## config.mk

```make
export PLATFORM = sky130hd
export DESIGN_NAME = serial_add_ctrl
export DESIGN_NICKNAME = d
export VERILOG_FILES = /design/src/rtl/fa.sv /design/src/rtl/serial_add_ctrl.sv
export SDC_FILE = /design/constraint.sdc
export NUM_CORES = 1
export LEC_CHECK = 0
export BUFFER_PORTS_ARGS = -buffer_cell sky130_fd_sc_hd__buf_2
export CAP_MARGIN = 10
export CORE_MARGIN = 3
export CORE_UTILIZATION = 32
export DETAILED_ROUTE_END_ITERATION = 7
export GPL_TIMING_DRIVEN = 0
export HOLD_SLACK_MARGIN = 0.05
export SYNTH_ARGS = -nofsm -noshare
export SYNTH_HDL_FRONTEND = slang
export SYNTH_SLANG_ARGS = --single-unit
```

## constraint.sdc

```tcl
create_clock -name clk -period 1.8 [get_ports clk]
set_input_delay 0.36 -clock clk [delete_from_list [all_inputs] [get_ports clk]]
set_output_delay 0.36 -clock clk [all_outputs]
set_load 0.005 [all_outputs]
```

## src/rtl/fa.sv

```systemverilog
// One-bit full adder shared by the bit-serial adder datapath.
module fa (
    input  logic a,
    input  logic b,
    input  logic ci,
    output logic sum,
    output logic carry
);

    assign sum   = a ^ b ^ ci;
    assign carry = (a & b) | (ci & (a ^ b));

endmodule

```

## src/rtl/serial_add_ctrl.sv

```systemverilog
// Bit-serial adder: one shared full adder, LSB first, one bit per clock,
// registered sum/carry-out with a one-cycle done pulse.
module serial_add_ctrl #(
    parameter int unsigned WIDTH = 8
) (
    input  logic             clk,
    input  logic             rst_n,
    input  logic             start,
    input  logic [WIDTH-1:0] a,
    input  logic [WIDTH-1:0] b,
    input  logic             ci,
    output logic             busy,
    output logic             done,
    output logic [WIDTH-1:0] sum,
    output logic             carry
);

    localparam int unsigned CW = $clog2(WIDTH + 1);

    typedef enum logic [1:0] {
        IDLE = 2'd0,
        RUN  = 2'd1,
        DONE = 2'd2
    } state_t;

    state_t           state;
    logic [WIDTH-1:0] opa;
    logic [WIDTH-1:0] opb;
    logic [WIDTH-1:0] acc;
    logic [WIDTH-1:0] acc_nxt;
    logic             cflop;
    logic [CW-1:0]    cnt;
    logic             fa_sum;
    logic             fa_carry;

    fa u_fa (
        .a     (opa[0]),
        .b     (opb[0]),
        .ci    (cflop),
        .sum   (fa_sum),
        .carry (fa_carry)
    );

    // Accumulator fills from the MSB so the last bit lands with the LSB at bit 0.
    if (WIDTH == 1) begin : g_acc_w1
        assign acc_nxt = fa_sum;
    end else begin : g_acc_wn
        assign acc_nxt = {fa_sum, acc[WIDTH-1:1]};
    end

    assign busy = (state == RUN);
    assign done = (state == DONE);

    always_ff @(posedge clk or negedge rst_n) begin
        if (!rst_n) begin
            state <= IDLE;
            opa   <= '0;
            opb   <= '0;
            acc   <= '0;
            cflop <= 1'b0;
            cnt   <= '0;
            sum   <= '0;
            carry <= 1'b0;
        end else begin
            unique case (state)
                IDLE: begin
                    if (start) begin
                        opa   <= a;
                        opb   <= b;
                        cflop <= ci;
                        cnt   <= '0;
                        state <= RUN;
                    end
                end
                RUN: begin
                    opa   <= opa >> 1;
                    opb   <= opb >> 1;
                    acc   <= acc_nxt;
                    cflop <= fa_carry;
                    cnt   <= cnt + CW'(1);
                    if (cnt == CW'(WIDTH - 1)) begin
                        sum   <= acc_nxt;
                        carry <= fa_carry;
                        state <= DONE;
                    end
                end
                DONE: begin
                    state <= IDLE;
                end
                default: begin
                    state <= IDLE;
                end
            endcase
        end
    end

endmodule

```

==> results of run 1 <==
## timing repair
action | CTS | global route
endpoints found under the setup margin | 2 | 2
resized for setup | 8 | 4
endpoints found under the hold margin | 0 | 0
pin swaps | 0 | 0
buffers inserted | 1 | 0
## layer usage
| metal | up-vias | GRT usage, % | part of all wire [%] |
|---|---|---|---|
| met5 | - | 0 | 0 |
| met4 | 0 | 4.561 | 1.6 |
| met3 | 6 | 3.475 | 4.6 |
| met2 | 30 | 20.12 | 46 |
| met1 | 656 | 18.52 | 48 |
| li1 | 659 | - | - |
## final cells by class
class | instances | area [µm²]
Fill cell | 511 | 3110
Sequential cell | 39 | 975.9
Multi-Input combinational cell | 118 | 734.5
Timing Repair Buffer | 31 | 157.7
Tap cell | 70 | 87.58
Clock buffer | 6 | 82.58
Buffer | 8 | 45.04
Inverter | 1 | 6.256
Clock inverter | 1 | 5.005
## logic make-up after synthesis
group | share of synthesized area (%)
AOI/OAI and AO/OA | 18.18
muxes | 6.415
adders and majority gates | 1.853
buffers and inverters | 2.993
DFF | 55.60
and+or+nand+nor | 14.97
## flip-flops by register name, indices dropped and copies added, names as in the netlist
register,flops
sum,8
acc,7
state,2
opa,8
carry,1
cflop,1
opb,8
cnt,4
## cells in the final DEF (no fill, tap or decap), drive strengths merged, types with 10 or more instances in the layout
cell	count
dfrtp	39
buf	35
nand2	27
nor2b	18
a21oi	18
o21ai	18
a22oi	14
mux2	10
clkbuf	10
## worst paths after layout
kind,from,to,slack [ns],cells past startpoint
worst max-delay path,state[1]$_DFFE_PN0P_,busy,0.1,4
worst max register to register,cnt[0]$_DFFE_PN0P_,sum[0]$_DFFE_PN0P_,0.19,4
min in group clk,a[0],opa[0]$_DFFE_PN0P_,0.34,3
worst min register to register,acc[1]$_DFFE_PN0N_,acc[1]$_DFFE_PN0N_,0.48,2
max in group asynchronous,rst_n,opb[5]$_DFFE_PN0P_,1.08,1
worst min-delay path,rst_n,acc[1]$_DFFE_PN0N_,0.18,1
## power by group
part / switching [mW] / leakage (nW) / internal [mW]
combinational: 0.666 / 0.427 / 0.580
clock: 0.304 / 0.0470 / 0.301
sequential: 0.274 / 0.506 / 1.24
## per-stage QoR
stage	TNS [ns]	power (mW)	setup slack (ns)
finish	0	3.365	0.09896
CTS	0	3.427	0.001727
floorplan	0	2.333	0.3631
global placement	-0.1194	2.727	-0.1194
detailed placement	-0.05141	2.771	-0.05141
global route	0	3.661	0.02119
==> flow_metrics.py, run 1 <==
metrics = {
    "yosys": {
        "syn_area_mm2": 0.001755,
        "synth-async-reset-ratio_pct": 100.0,
        "post_synth.cell_area_avg_um2": 10.45,
        "syn_nets": 190,
        "synth_top_area_share_pct": 55.60,
        "yosysMostFrequentCell": "dfrtp_1",
        "ys_seq_elements": 39,
        "synthDistinctLibCells": 23,
        "yosysTopAreaCell": "dfrtp_1",
        "yosysSeqAreaShare_pct": 55.60,
        "synth_edf_count": 0,
        "ys.flop_type": "dfrtp_1",
        "yosys-top-cells-count": "dfrtp_1 (39), nand2_1 (27), a21oi_1 (18), nor2b_1 (18), o21ai_0 (17)",
        "synthCells": 168,
        "yosys_warnings": 0,
        "ys_top_cells_by_area": "dfrtp_1 (56%), mux2_2 (6.4%), nor2b_1 (6.4%)",
    },
    "setup_path": {
        "slowest_delay_ns": 0.41,
        "crit_family": "buffers and inverters",
        "end_kind": "output pin",
        "cp_cell_sequence": "nand2b_4, buf_4, inv_4, buf_2",
        "crit_path_start_kind": "register",
        "crit_buf_inv": 3,
        "required_ns": 1.44,
        "cp_slowest_cell": "dfrtp_1",
        "worstPathMaxFanout": 14,
        "crit_type": "register to output pin",
        "cp.arrival_ns": 1.34,
    },
    "clock_network": {
        "cts.sinks": 39,
        "cts_tree": "yes",
        "cts-buffers-inserted": 5,
        "clock_latency_ns": 0.29,
        "cts_hold_buf": 0,
        "cts-root-to-sink-buffers": 2,
        "cts_root_buffer": "clkbuf_8",
        "htreeDepth": 2,
        "clk_pin_slew_ns": 0.07,
    },
    "timing": {
        "min_period_ns": 1.701,
        "rsz0062_at_grt": "no",
        "final-setup-viol-count": 0,
        "drv_slew": 0,
        "finalHoldViolations": 0,
        "fin_hold_ws_ns": 0.1798,
        "fin_crit_sh_pct": 94.50,
        "fin_worst_skew_ns": 0.004863,
        "worst_pin_slew_ns": 0.8696,
        "relSlewSlack_pct": 42.03,
        "fmax_mhz": 587.9,
    },
    "cells_and_area": {
        "diodes": 0,
        "post-route-util_pct": 40.24,
        "drive_gt1_share_pct": 27.94,
        "nNetsFinal": 226,
        "fin_cells": 274,
        "postLayoutCellArea_mm2": 0.002095,
        "syn2layout_area_growth_pct": 19.32,
    },
    "placed_design": {
        "port_buffers": 30,
        "gp_congestion": 0.7210,
        "placed_area_mm2": 0.001993,
        "dp_cells": 268,
        "dp_hpwl_um": 2596,
    },
    "routing": {
        "ant_nets": 0,
        "vias_per_cell": 4.931,
        "drc": 0,
        "wirelength_um": 3865,
        "first_iter_violations": 95,
        "via_count": 1351,
        "wl_per_cell_um": 14.11,
        "firstDrtPassIters": 4,
    },
    "die": {
        "dieWidth_um": 80.07,
        "start_util_pct": 33.73,
        "row_count": 26,
        "pin_count": 31,
        "core_area_mm2": 0.005205,
        "dieArea_mm2": 0.006410,
        "die_y_um": 80.07,
    },
    "global_route": {
        "grt_pass1_wl_um": 6630,
        "grt_pass1_vias": 1378,
        "grt_overflow_total": 0,
        "grt_max_degree": 40,
        "track_usage_pct": 13.33,
        "antenna_found_initial": 0,
    },
    "pwr": {
        "p_leak_nw": 0.9805,
        "ir_worst_vdd_v": 0.0003745,
        "power_density_mw_per_mm2": 1607,
    },
    "outcome": {
        "outcome": "finished clean",
    },
    "job": {
        "maxCapViolCount": 0,
    },
    "worst_hold_path": {
        "min_path_type": "primary input to async pin",
    },
}
Power figures use the tool's default switching activity.
==> inputs of run 2 (changes only) <==
--- a/config.mk
+++ b/config.mk
@@ -12,6 +12,7 @@
 export DETAILED_ROUTE_END_ITERATION = 7
 export GPL_TIMING_DRIVEN = 0
 export HOLD_SLACK_MARGIN = 0.05
+export SETUP_SLACK_MARGIN = 0.2
 export SYNTH_ARGS = -nofsm -noshare
 export SYNTH_HDL_FRONTEND = slang
 export SYNTH_SLANG_ARGS = --single-unit
==> run 2 against run 1 <==
Effect of this change:
- maximum frequency increased by 6.9%
- via count increased by 2.3%
- die area unchanged
- design area increased by 7.1%
- total power increased by 9.0%
- global-route usage increased by 0.45 points
- combinational power increased by 25%
- worst setup slack improved by 0.11 ns
- clock power decreased by 1%
- cell count increased by 5.1%
- sequential power about the same
==> flow_metrics.py, run 2 (synthesis results as in run 1) <==
metrics = {
    "outcome": {
        "outcome": "finished clean",
    },
    "die": {
        "dieWidth_um": 80.07,
        "row_count": 26,
        "start_util_pct": 33.73,
        "pin_count": 31,
        "core_area_mm2": 0.005205,
        "die_y_um": 80.07,
        "dieArea_mm2": 0.006410,
    },
    "setup_path": {
        "slowest_delay_ns": 0.42,
        "required_ns": 1.44,
        "crit_type": "register to output pin",
        "crit_family": "flip-flops",
        "end_kind": "output pin",
        "crit_path_start_kind": "register",
        "cp_cell_sequence": "clkbuf_8, buf_8, nor2b_4, buf_2",
        "rr_worst_depth": 5,
        "worstPathMaxFanout": 7,
        "crit_cells": 4,
        "cp.arrival_ns": 1.23,
        "cp_slowest_cell": "dfrtp_1",
        "crit_buf_inv": 3,
    },
    "pwr": {
        "power_frac_seq_pct": 41.2,
        "ir_worst_vdd_v": 0.0004488,
        "p_switching_mw": 1.322,
        "clkPwrFrac_pct": 16.3,
        "power_mw": 3.669,
        "power_density_mw_per_mm2": 1636,
        "p_leak_nw": 1.063,
        "intPower_mw": 2.348,
        "switching_share_pct": 36.01,
        "combinationalPowerShare_pct": 42.5,
    },
    "cells_and_area": {
        "nNetsFinal": 240,
        "top_regs": "opa x8, opb x8, sum x8",
        "final_common_cell": "dfrtp_1",
        "layout_common_cells": "dfrtp_1 (39), buf_2 (31), nand2_1 (27)",
        "diodes": 0,
        "drive_gt1_share_pct": 33.03,
        "syn2layout_area_growth_pct": 27.80,
    },
    "global_route": {
        "grt_pass1_wl_um": 6831,
        "antenna_found_initial": 0,
        "grt_pass1_vias": 1405,
        "grt_overflow_total": 0,
        "grt_max_degree": 40,
        "track_usage_pct": 13.78,
    },
    "clock_network": {
        "cts-root-to-sink-buffers": 2,
        "cts-buffers-inserted": 5,
        "cts_tree": "yes",
        "cts_root_buffer": "clkbuf_8",
        "htreeDepth": 2,
        "clock_latency_ns": 0.29,
        "cts_hold_buf": 0,
        "clk_pin_slew_ns": 0.07,
        "cts.sinks": 39,
    },
    "timing": {
        "fmax_mhz": 628.2,
        "fin_worst_skew_ns": 0.004170,
        "relSlewSlack_pct": 42.16,
        "rsz0062_at_grt": "yes",
        "fin_crit_sh_pct": 88.43,
        "fin_hold_ws_ns": 0.1833,
        "final-setup-viol-count": 0,
        "finalHoldViolations": 0,
        "min_period_ns": 1.592,
        "drv_slew": 0,
        "worst_pin_slew_ns": 0.8675,
    },
    "routing": {
        "wirelength_um": 4025,
        "ant_nets": 0,
        "drc": 0,
        "via_count": 1382,
        "firstDrtPassIters": 4,
        "first_iter_violations": 81,
        "wl_per_cell_um": 13.98,
        "vias_per_cell": 4.799,
    },
    "placed_design": {
        "dp_hpwl_um": 2596,
        "gp_congestion": 0.7210,
        "port_buffers": 30,
    },
    "worst_hold_path": {
        "min_path_type": "primary input to async pin",
    },
    "job": {
        "maxCapViolCount": 0,
    },
}
==> run 2: changes by cell type in the layout (fill, tap and decap cells not counted), sizes merged <==
cell  before  now
buf       35   49
==> run 2: through the flow <==
step / util, % / instance area (µm²) / TNS (ns) / setup WS (ns) / std cells
final: 43.10 / 2243 / 0 / 0.2082 / 288
after global routing: 43.10 / 2243 / 0 / 0.1573 / 288
after CTS: 42.09 / 2191 / 0 / 0.1551 / 283
after detailed placement: 38.29 / 1993 / -0.05141 / -0.05141 / 268
after global placement: 38.29 / 1993 / -0.1194 / -0.1194 / 268
after floorplan: - / 1755 / 0 / 0.3631 / 168
==> run 2: path summary, 6_finish.rpt <==
check                                      to                 start  slack [ns]
max                                      done  state[1]$_DFFE_PN0P_        0.21
min                        sum[1]$_DFFE_PN0P_                 rst_n        0.18
max reg2reg                sum[0]$_DFFE_PN0P_    cnt[0]$_DFFE_PN0P_        0.29
min reg2reg                acc[1]$_DFFE_PN0N_    acc[1]$_DFFE_PN0N_        0.48
max in group asynchronous  opa[2]$_DFFE_PN0P_                 rst_n        1.07
min in group clk           opa[0]$_DFFE_PN0P_                  a[0]        0.34
==> run 2: final cells by class <==
| cell class | instances | area, µm² |
|---|---|---|
| Clock buffer | 6 | 82.58 |
| Tap cell | 70 | 87.58 |
| Multi-Input combinational cell | 118 | 742.0 |
| Fill cell | 494 | 2962 |
| Buffer | 10 | 85.08 |
| Sequential cell | 39 | 975.9 |
| Timing Repair Buffer | 43 | 254.0 |
| Inverter | 1 | 11.26 |
| Clock inverter | 1 | 5.005 |
==> run 2: routing by layer <==
metal	wire (µm)	global-route usage [%]	vias up
li1	-	-	692
met1	1913	19.10	665
met2	1921	21.03	19
met3	126	3.475	6
met4	63	4.561	0
met5	0	0	-
==> run 2: power by group through the flow <==
stage	clock, mW	sequential [mW]	combinational (mW)
2_1_floorplan	0	1.47	0.867
3_3_place_gp	0	1.51	1.21
3_5_place_dp	0	1.52	1.25
4_1_cts	0.610	1.52	1.48
5_1_grt	0.645	1.58	1.76
6_report	0.599	1.51	1.56
==> run 2: what timing repair did <==
item,4_1_cts,5_1_grt
setup endpoints to repair,11,4
gates resized for setup,16,5
pin swaps,1,0
setup buffers,8,5
==> run 2: worst reg2reg max path, cell delays in order (launching register included) <==
cell     delay, ns
dfrtp_1       0.39
ha_1          0.19
nand2_1       0.11
nor3_4        0.19
buf_4         0.18
mux2_2        0.35
